[src/rtl/player_input_ctrl_if.sv]
// Player input bundle: raw pushbuttons in, movement/jump requests out.
// The slave modport is the controller side; the master modport is the
// side that owns the buttons and consumes the requests.
interface player_input_ctrl_if;
    logic btn_left;
    logic btn_right;
    logic btn_jump;
    logic movingLeft;
    logic movingRight;
    logic isJumping;
    logic jump_ready;

    modport master (
        output btn_left,
        output btn_right,
        output btn_jump,
        input  movingLeft,
        input  movingRight,
        input  isJumping,
        input  jump_ready
    );

    modport slave (
        input  btn_left,
        input  btn_right,
        input  btn_jump,
        output movingLeft,
        output movingRight,
        output isJumping,
        output jump_ready
    );
endinterface

[src/rtl/player_input_ctrl.sv]
// Player input controller: synchronizes and debounces three pushbuttons,
// resolves left/right into exclusive movement requests and turns the jump
// button into a single fixed-length pulse followed by a cooldown.
// Optional feature macro: PLAYER_INPUT_LASTPRESS_EN -- when defined, the most
// recently pressed direction wins while both are held; otherwise holding
// both directions cancels movement.
module player_input_ctrl #(
    parameter int DEBOUNCE_CYCLES      = 1000000,
    parameter int JUMP_HOLD_CYCLES     = 5000000,
    parameter int JUMP_COOLDOWN_CYCLES = 10000000
) (
    input  logic                 clk,
    input  logic                 reset,
    player_input_ctrl_if.slave   bus
);

    // A zero-length parameter would make the terminal count underflow, so
    // every timing parameter is clamped to at least one cycle.
    localparam int DEB_EFF   = (DEBOUNCE_CYCLES      < 1) ? 1 : DEBOUNCE_CYCLES;
    localparam int HOLD_EFF  = (JUMP_HOLD_CYCLES     < 1) ? 1 : JUMP_HOLD_CYCLES;
    localparam int COOL_EFF  = (JUMP_COOLDOWN_CYCLES < 1) ? 1 : JUMP_COOLDOWN_CYCLES;
    localparam int PHASE_MAX = (HOLD_EFF > COOL_EFF) ? HOLD_EFF : COOL_EFF;

    localparam int DEB_W   = $clog2(DEB_EFF + 1);
    localparam int PHASE_W = $clog2(PHASE_MAX + 1);

    localparam logic [DEB_W-1:0]   DEB_LAST  = DEB_W'(DEB_EFF - 1);
    localparam logic [PHASE_W-1:0] HOLD_LAST = PHASE_W'(HOLD_EFF - 1);
    localparam logic [PHASE_W-1:0] COOL_LAST = PHASE_W'(COOL_EFF - 1);

    typedef enum logic [1:0] {
        IDLE,
        PULSE,
        COOLDOWN,
        WAIT_RELEASE
    } jump_state_t;

    // Bit 0 = left, bit 1 = right, bit 2 = jump throughout.
    logic [2:0]       raw;
    logic [2:0]       sync_a;
    logic [2:0]       sync_b;
    logic [2:0]       deb;
    logic [DEB_W-1:0] deb_cnt [3];

    logic [1:0] move_res;
    logic [1:0] move_q;
    logic       moving_left_q;
    logic       moving_right_q;

    jump_state_t        state;
    jump_state_t        next_state;
    logic [PHASE_W-1:0] phase_cnt;
    logic [PHASE_W-1:0] next_phase_cnt;
    logic               jump_prev;
    logic               jump_rise;
    logic               is_jumping_q;
    logic               jump_ready_q;

    assign raw = {bus.btn_jump, bus.btn_right, bus.btn_left};

    // Two-flop synchronizer in front of everything else for the async buttons.
    always_ff @(posedge clk) begin
        if (!reset) begin
            sync_a <= '0;
            sync_b <= '0;
        end else begin
            sync_a <= raw;
            sync_b <= sync_a;
        end
    end

    // Per-button debounce: count consecutive disagreeing cycles and flip the
    // debounced level when the count would reach the threshold, so it never wraps.
    always_ff @(posedge clk) begin
        if (!reset) begin
            deb <= '0;
            for (int i = 0; i < 3; i++) begin
                deb_cnt[i] <= '0;
            end
        end else begin
            for (int i = 0; i < 3; i++) begin
                if (sync_b[i] == deb[i]) begin
                    deb_cnt[i] <= '0;
                end else if (deb_cnt[i] == DEB_LAST) begin
                    deb[i]     <= ~deb[i];
                    deb_cnt[i] <= '0;
                end else begin
                    deb_cnt[i] <= deb_cnt[i] + DEB_W'(1);
                end
            end
        end
    end

`ifdef PLAYER_INPUT_LASTPRESS_EN
    logic [1:0] move_prev;
    logic       last_right;
    logic       last_sel;

    // Track which direction was pressed most recently; a fresh press on the
    // current cycle takes effect immediately, right wins a tie.
    always_comb begin
        last_sel = last_right;
        if (deb[1] && !move_prev[1]) begin
            last_sel = 1'b1;
        end else if (deb[0] && !move_prev[0]) begin
            last_sel = 1'b0;
        end
        move_res[0] = deb[0] & (~deb[1] | ~last_sel);
        move_res[1] = deb[1] & (~deb[0] |  last_sel);
    end

    // Remember previous debounced direction levels and the winning direction.
    always_ff @(posedge clk) begin
        if (!reset) begin
            move_prev  <= '0;
            last_right <= 1'b0;
        end else begin
            move_prev  <= deb[1:0];
            last_right <= last_sel;
        end
    end
`else
    // Holding both directions cancels movement entirely.
    always_comb begin
        move_res[0] = deb[0] & ~deb[1];
        move_res[1] = deb[1] & ~deb[0];
    end
`endif

    // Movement path: resolve stage then output register; both stages see
    // exclusive values so the outputs can never be high together.
    always_ff @(posedge clk) begin
        if (!reset) begin
            move_q         <= '0;
            moving_left_q  <= 1'b0;
            moving_right_q <= 1'b0;
        end else begin
            move_q         <= move_res;
            moving_left_q  <= move_q[0];
            moving_right_q <= move_q[1];
        end
    end

    assign jump_rise = deb[2] & ~jump_prev;

    // Jump FSM next-state: edges outside IDLE are simply dropped, and a held
    // button parks the FSM in WAIT_RELEASE instead of repeating.
    always_comb begin
        next_state     = state;
        next_phase_cnt = '0;
        case (state)
            IDLE: begin
                if (jump_rise) begin
                    next_state = PULSE;
                end
            end
            PULSE: begin
                if (phase_cnt == HOLD_LAST) begin
                    next_state = COOLDOWN;
                end else begin
                    next_phase_cnt = phase_cnt + PHASE_W'(1);
                end
            end
            COOLDOWN: begin
                if (phase_cnt == COOL_LAST) begin
                    next_state = WAIT_RELEASE;
                end else begin
                    next_phase_cnt = phase_cnt + PHASE_W'(1);
                end
            end
            WAIT_RELEASE: begin
                if (!deb[2]) begin
                    next_state = IDLE;
                end
            end
            default: begin
                next_state = IDLE;
            end
        endcase
    end

    // Jump FSM state register plus registered pulse and ready flags, which
    // follow the state one edge later; reset drops the pulse immediately.
    always_ff @(posedge clk) begin
        if (!reset) begin
            state        <= IDLE;
            phase_cnt    <= '0;
            jump_prev    <= 1'b0;
            is_jumping_q <= 1'b0;
            jump_ready_q <= 1'b1;
        end else begin
            state        <= next_state;
            phase_cnt    <= next_phase_cnt;
            jump_prev    <= deb[2];
            is_jumping_q <= (state == PULSE);
            jump_ready_q <= (state == IDLE);
        end
    end

    assign bus.movingLeft  = moving_left_q;
    assign bus.movingRight = moving_right_q;
    assign bus.isJumping   = is_jumping_q;
    assign bus.jump_ready  = jump_ready_q;

endmodule

[src/flat_wrapper.sv]
// flat-port wrapper written by rule: the top's interface ports become plain ports
module player_input_ctrl_flat 
#(
    parameter int DEBOUNCE_CYCLES      = 1000000,
    parameter int JUMP_HOLD_CYCLES     = 5000000,
    parameter int JUMP_COOLDOWN_CYCLES = 10000000
)
  (clk, reset, bus_btn_left, bus_btn_right, bus_btn_jump, bus_movingLeft, bus_movingRight, bus_isJumping, bus_jump_ready);
  player_input_ctrl_if bus_i ();
  input  logic clk;
  input  logic reset;
  input wire logic [$bits(bus_i.btn_left)-1:0] bus_btn_left;
  input wire logic [$bits(bus_i.btn_right)-1:0] bus_btn_right;
  input wire logic [$bits(bus_i.btn_jump)-1:0] bus_btn_jump;
  output wire logic [$bits(bus_i.movingLeft)-1:0] bus_movingLeft;
  output wire logic [$bits(bus_i.movingRight)-1:0] bus_movingRight;
  output wire logic [$bits(bus_i.isJumping)-1:0] bus_isJumping;
  output wire logic [$bits(bus_i.jump_ready)-1:0] bus_jump_ready;
  assign bus_i.btn_left = bus_btn_left;
  assign bus_i.btn_right = bus_btn_right;
  assign bus_i.btn_jump = bus_btn_jump;
  assign bus_movingLeft = bus_i.movingLeft;
  assign bus_movingRight = bus_i.movingRight;
  assign bus_isJumping = bus_i.isJumping;
  assign bus_jump_ready = bus_i.jump_ready;
  player_input_ctrl #(.DEBOUNCE_CYCLES(DEBOUNCE_CYCLES), .JUMP_HOLD_CYCLES(JUMP_HOLD_CYCLES), .JUMP_COOLDOWN_CYCLES(JUMP_COOLDOWN_CYCLES)) u_core (.clk(clk), .reset(reset), .bus(bus_i));
endmodule
[config.mk]
export PLATFORM = sky130hd
export DESIGN_NAME = player_input_ctrl_flat
export DESIGN_NICKNAME = d
export VERILOG_FILES = /design/src/rtl/player_input_ctrl_if.sv /design/src/rtl/player_input_ctrl.sv /design/src/flat_wrapper.sv
export SDC_FILE = /design/constraint.sdc
export NUM_CORES = 1
export LEC_CHECK = 0
export CAP_MARGIN = 30
export CORE_AREA = 4 4 92 94
export CTS_CLUSTER_SIZE = 28
export DETAILED_ROUTE_END_ITERATION = 6
export DIE_AREA = 0 0 96 98
export PLACE_DENSITY = 0.82
export SETUP_SLACK_MARGIN = 0.15
export SYNTH_ARGS = -nofsm -noshare
export SYNTH_HDL_FRONTEND = slang
export SYNTH_SLANG_ARGS = --single-unit
[constraint.sdc]
create_clock -name clk -period 4.2 [get_ports clk]
set_input_delay 0.84 -clock clk [delete_from_list [all_inputs] [get_ports clk]]
set_output_delay 0.84 -clock clk [all_outputs]
set_load 0.02 [all_outputs]
==> impl_metrics.ini <==
[run_status]
status = finished clean

[worst_setup_path]
path_max_fanout = 19
cp-start-kind = flop
worstPathArrival_ns = 2.44
r2r_slack_ns = 1.85
worstPathRequired_ns = 4.29
cp-end-kind = flop
crit_type = flop to flop

[drt]
drc = 0
wl_mm = 8.116
ant_nets = 0
drt_iter0_drc = 87
post_drt_via_cell_ratio = 5.136
routedWlPerCell_microns = 12.24
first_pass_iters = 4
vias = 3405

[timing]
finalHoldViolCount = 0
layout_setup_ws_ns = 1.850
relSlewSlack = 0.5813
max_freq_mhz = 425.5
tightest_slew_ns = 0.6280
rsz0062_at_grt = false
fin_setup_tns_ns = 0
setup_viol = 0
fin_crit_sh = 0.5595
fin_crit_ns = 2.350
fin_skew_ns = 0.01116
maxSlewViolCount = 0

[floorplanning]
die-area_sq_um = 9408
ios = 9
dieHeight_microns = 98
start_util = 0.6608
rows = 32
die_w_microns = 96
core_sq_um = 7647

[grt]
antenna_found_initial = 0
grt_pass1_wl_mm = 14.67
grt_pass1_vias = 3409
grt.total_usage = 0.1930
grt_max_degree = 24
gr-total-overflow = 0

[power_and_ir_drop]
ir_drop_mv = 0.2009
p_sw_mw = 0.4390
powerDensity_nw_per_um2 = 325.6
p_int_mw = 1.375
p_leak_nw = 1.902
sw_frac_of_total = 0.2420
comb_power_share = 0.070
seqPwrFrac = 0.620
power.share.clock = 0.310

[clocking]
cts_buffers = 9
cts_hold_buf = 0
tritoncts = yes
ctsRootBufferMaster = clkbuf_8
clk_pin_slew_ns = 0.09
clk-insertion-delay-late_ns = 0.36
cts.htree.levels = 3
cts_buffer_depth = 2
cts_sinks = 102
cts_setup_buffers = 0
ctsResizeCount = 0

[layout]
finalNetCount = 569
area_delta_synth_final_pct = 10.20
diodes = 0
final_layout_size_suffix_gt1_frac = 0.06417
fill_cells = 592

[place]
dp_slack_ns = 1.496
dp_hpwl_mm = 5.814
place_congestion = 0.8056
portBuffers = 8

[yosys]
yosysTopAreaCell = edfxtp_1
yosys_warnings = 0
synth-seq-cells = 102
netlist_area_sq_um = 5054
synth.top_cell.area_share = 0.3565
yosysSeqAreaShare = 0.5229
syn_area_per_cell_sq_um = 10.33
synthCells = 489
synthTopCellsByArea = edfxtp_1, dfxtp_1, nor2_1
ys_types = 44

[run]
cap_viol_max_count = 0

[min_path]
hp-class = flop to flop
[cell families (layout without fill, tap and decap cells)]
group / count (synthesis) / count (layout) / synth area share
adders and majority gates: 8 / 8 / 0.01981
AOI/OAI and AO/OA: 6 / 6 / 0.01163
muxes: 4 / 4 / 0.007923
and+or+nand+nor: 260 / 260 / 0.2694
other: 1 / 60 / 0.0007420
buffers and inverters: 29 / 42 / 0.03070
xor gates and xnor gates: 79 / 79 / 0.1369
DFF: 102 / 102 / 0.5229
[metrics by stage]
stage	power, mW	hold slack [ns]	cell area, sq um	std cells	utilization
after floorplan	1.237	0.4119	5275	548	-
after global placement	1.266	0.4138	5395	647	0.7055
after detailed placement	1.272	0.4232	5395	647	0.7055
after CTS	1.832	0.4433	5569	663	0.7282
after global routing	1.889	0.4693	5569	663	0.7282
final	1.813	0.4435	5569	663	0.7282
[flip-flops by register name (all words and copies together) (netlist names)]
| register | count |
|---|---|
| u_core.move_q | 2 |
| u_core.bus.isJumping | 1 |
| u_core.sync_a | 3 |
| u_core.state | 2 |
| u_core.bus.jump_ready | 1 |
| u_core.bus.movingLeft | 1 |
| u_core.deb_cnt | 60 |
| u_core.bus.movingRight | 1 |
| u_core.phase_cnt | 24 |
| u_core.deb | 3 |
| u_core.jump_prev | 1 |
| u_core.sync_b | 3 |
[layer usage]
layer | vias to the layer above | share of wire | global-route usage
met1 | 1608 | 0.47 | 0.2601
met3 | 13 | 0.024 | 0.03467
met4 | 0 | 0.016 | 0.06346
li1 | 1744 | - | -
met2 | 40 | 0.49 | 0.3128
met5 | - | 0 | 0
[power by group through the flow]
| stage | Sequential, mW | Clock (mW) | Combinational [mW] |
|---|---|---|---|
| finish | 1.12 | 0.562 | 0.127 |
| global route | 1.13 | 0.613 | 0.145 |
| CTS | 1.12 | 0.581 | 0.125 |
| detailed placement | 1.15 | 0 | 0.124 |
| global placement | 1.15 | 0 | 0.121 |
| floorplan | 1.14 | 0 | 0.0922 |
[worst max-delay path, cell delays in order (launching register included)]
cell      delay, ns
edfxtp_1       0.40
ha_1           0.20
and3_1         0.25
nand3_1        0.17
nor4_2         0.38
or2_1          0.57
nor2_1         0.12
[final timing paths]
check	endpoint	cells past startpoint	startpoint
worst max-delay path	u_core.deb_cnt[1][17]	6	u_core.deb_cnt[1][0]
worst min-delay path	u_core.sync_b[1]	1	u_core.sync_a[1]
worst max register to register	u_core.deb_cnt[1][17]	6	u_core.deb_cnt[1][0]
worst min register to register	u_core.sync_b[1]	1	u_core.sync_a[1]
[synthesized netlist by cell type, drive strengths merged]
master / count
nor3b: 3
a221oi: 1
a21o: 1
xnor2: 42
or3: 2
a21oi: 1
and2: 12
nor4b: 4
nand3: 27
nor2b: 3
and4bb: 3
o21ai: 1
nor3: 14
nor2: 108
and3: 9
o31ai: 2
ha: 8
nand3b: 2
nand2: 32
xor2: 37
nor4: 9
nor4bb: 1
buf: 10
dfxtp: 42
or2: 5
edfxtp: 60
nand4b: 1
and4: 5
mux2i: 4
clkbuf: 1
nand2b: 1
inv: 18
nand4: 19
conb: 1
[cells in the final DEF (no fill, tap or decap), types with 3 or more instances in the layout]
master | netlist | layout
nor4_1 | 3 | 3
dfxtp_1 | 42 | 42
nor2b_1 | 3 | 3
nor4_2 | 5 | 5
and4_1 | 5 | 5
nor4b_1 | 3 | 3
and2_1 | 12 | 12
nand3_1 | 25 | 25
nand2_1 | 32 | 32
and4bb_2 | 3 | 3
clkdlybuf4s50_1 | 0 | 8
nand4_1 | 17 | 17
xor2_1 | 37 | 37
ha_1 | 8 | 8
xnor2_1 | 42 | 42
clkbuf_8 | 0 | 9
edfxtp_1 | 60 | 60
nor2_1 | 108 | 108
and3_1 | 9 | 9
mux2i_1 | 4 | 4
conb_1 | 1 | 60
nor3_1 | 14 | 14
inv_6 | 0 | 3
inv_1 | 18 | 18
or2_1 | 3 | 3
[layout make-up]
| cell class | count | area (sq um) | share of cell area |
|---|---|---|---|
| inverter | 18 | 67.56 | 0.01213 |
| multi-input combinational | 417 | 2477 | 0.4448 |
| clock inverter | 5 | 41.29 | 0.007414 |
| timing repair buffer | 8 | 80.08 | 0.01438 |
| tap | 102 | 127.6 | 0.02292 |
| sequential | 102 | 2643 | 0.4745 |
| clock buffer | 11 | 132.6 | 0.02381 |
Note: power is estimated with default switching activity, not from simulation.
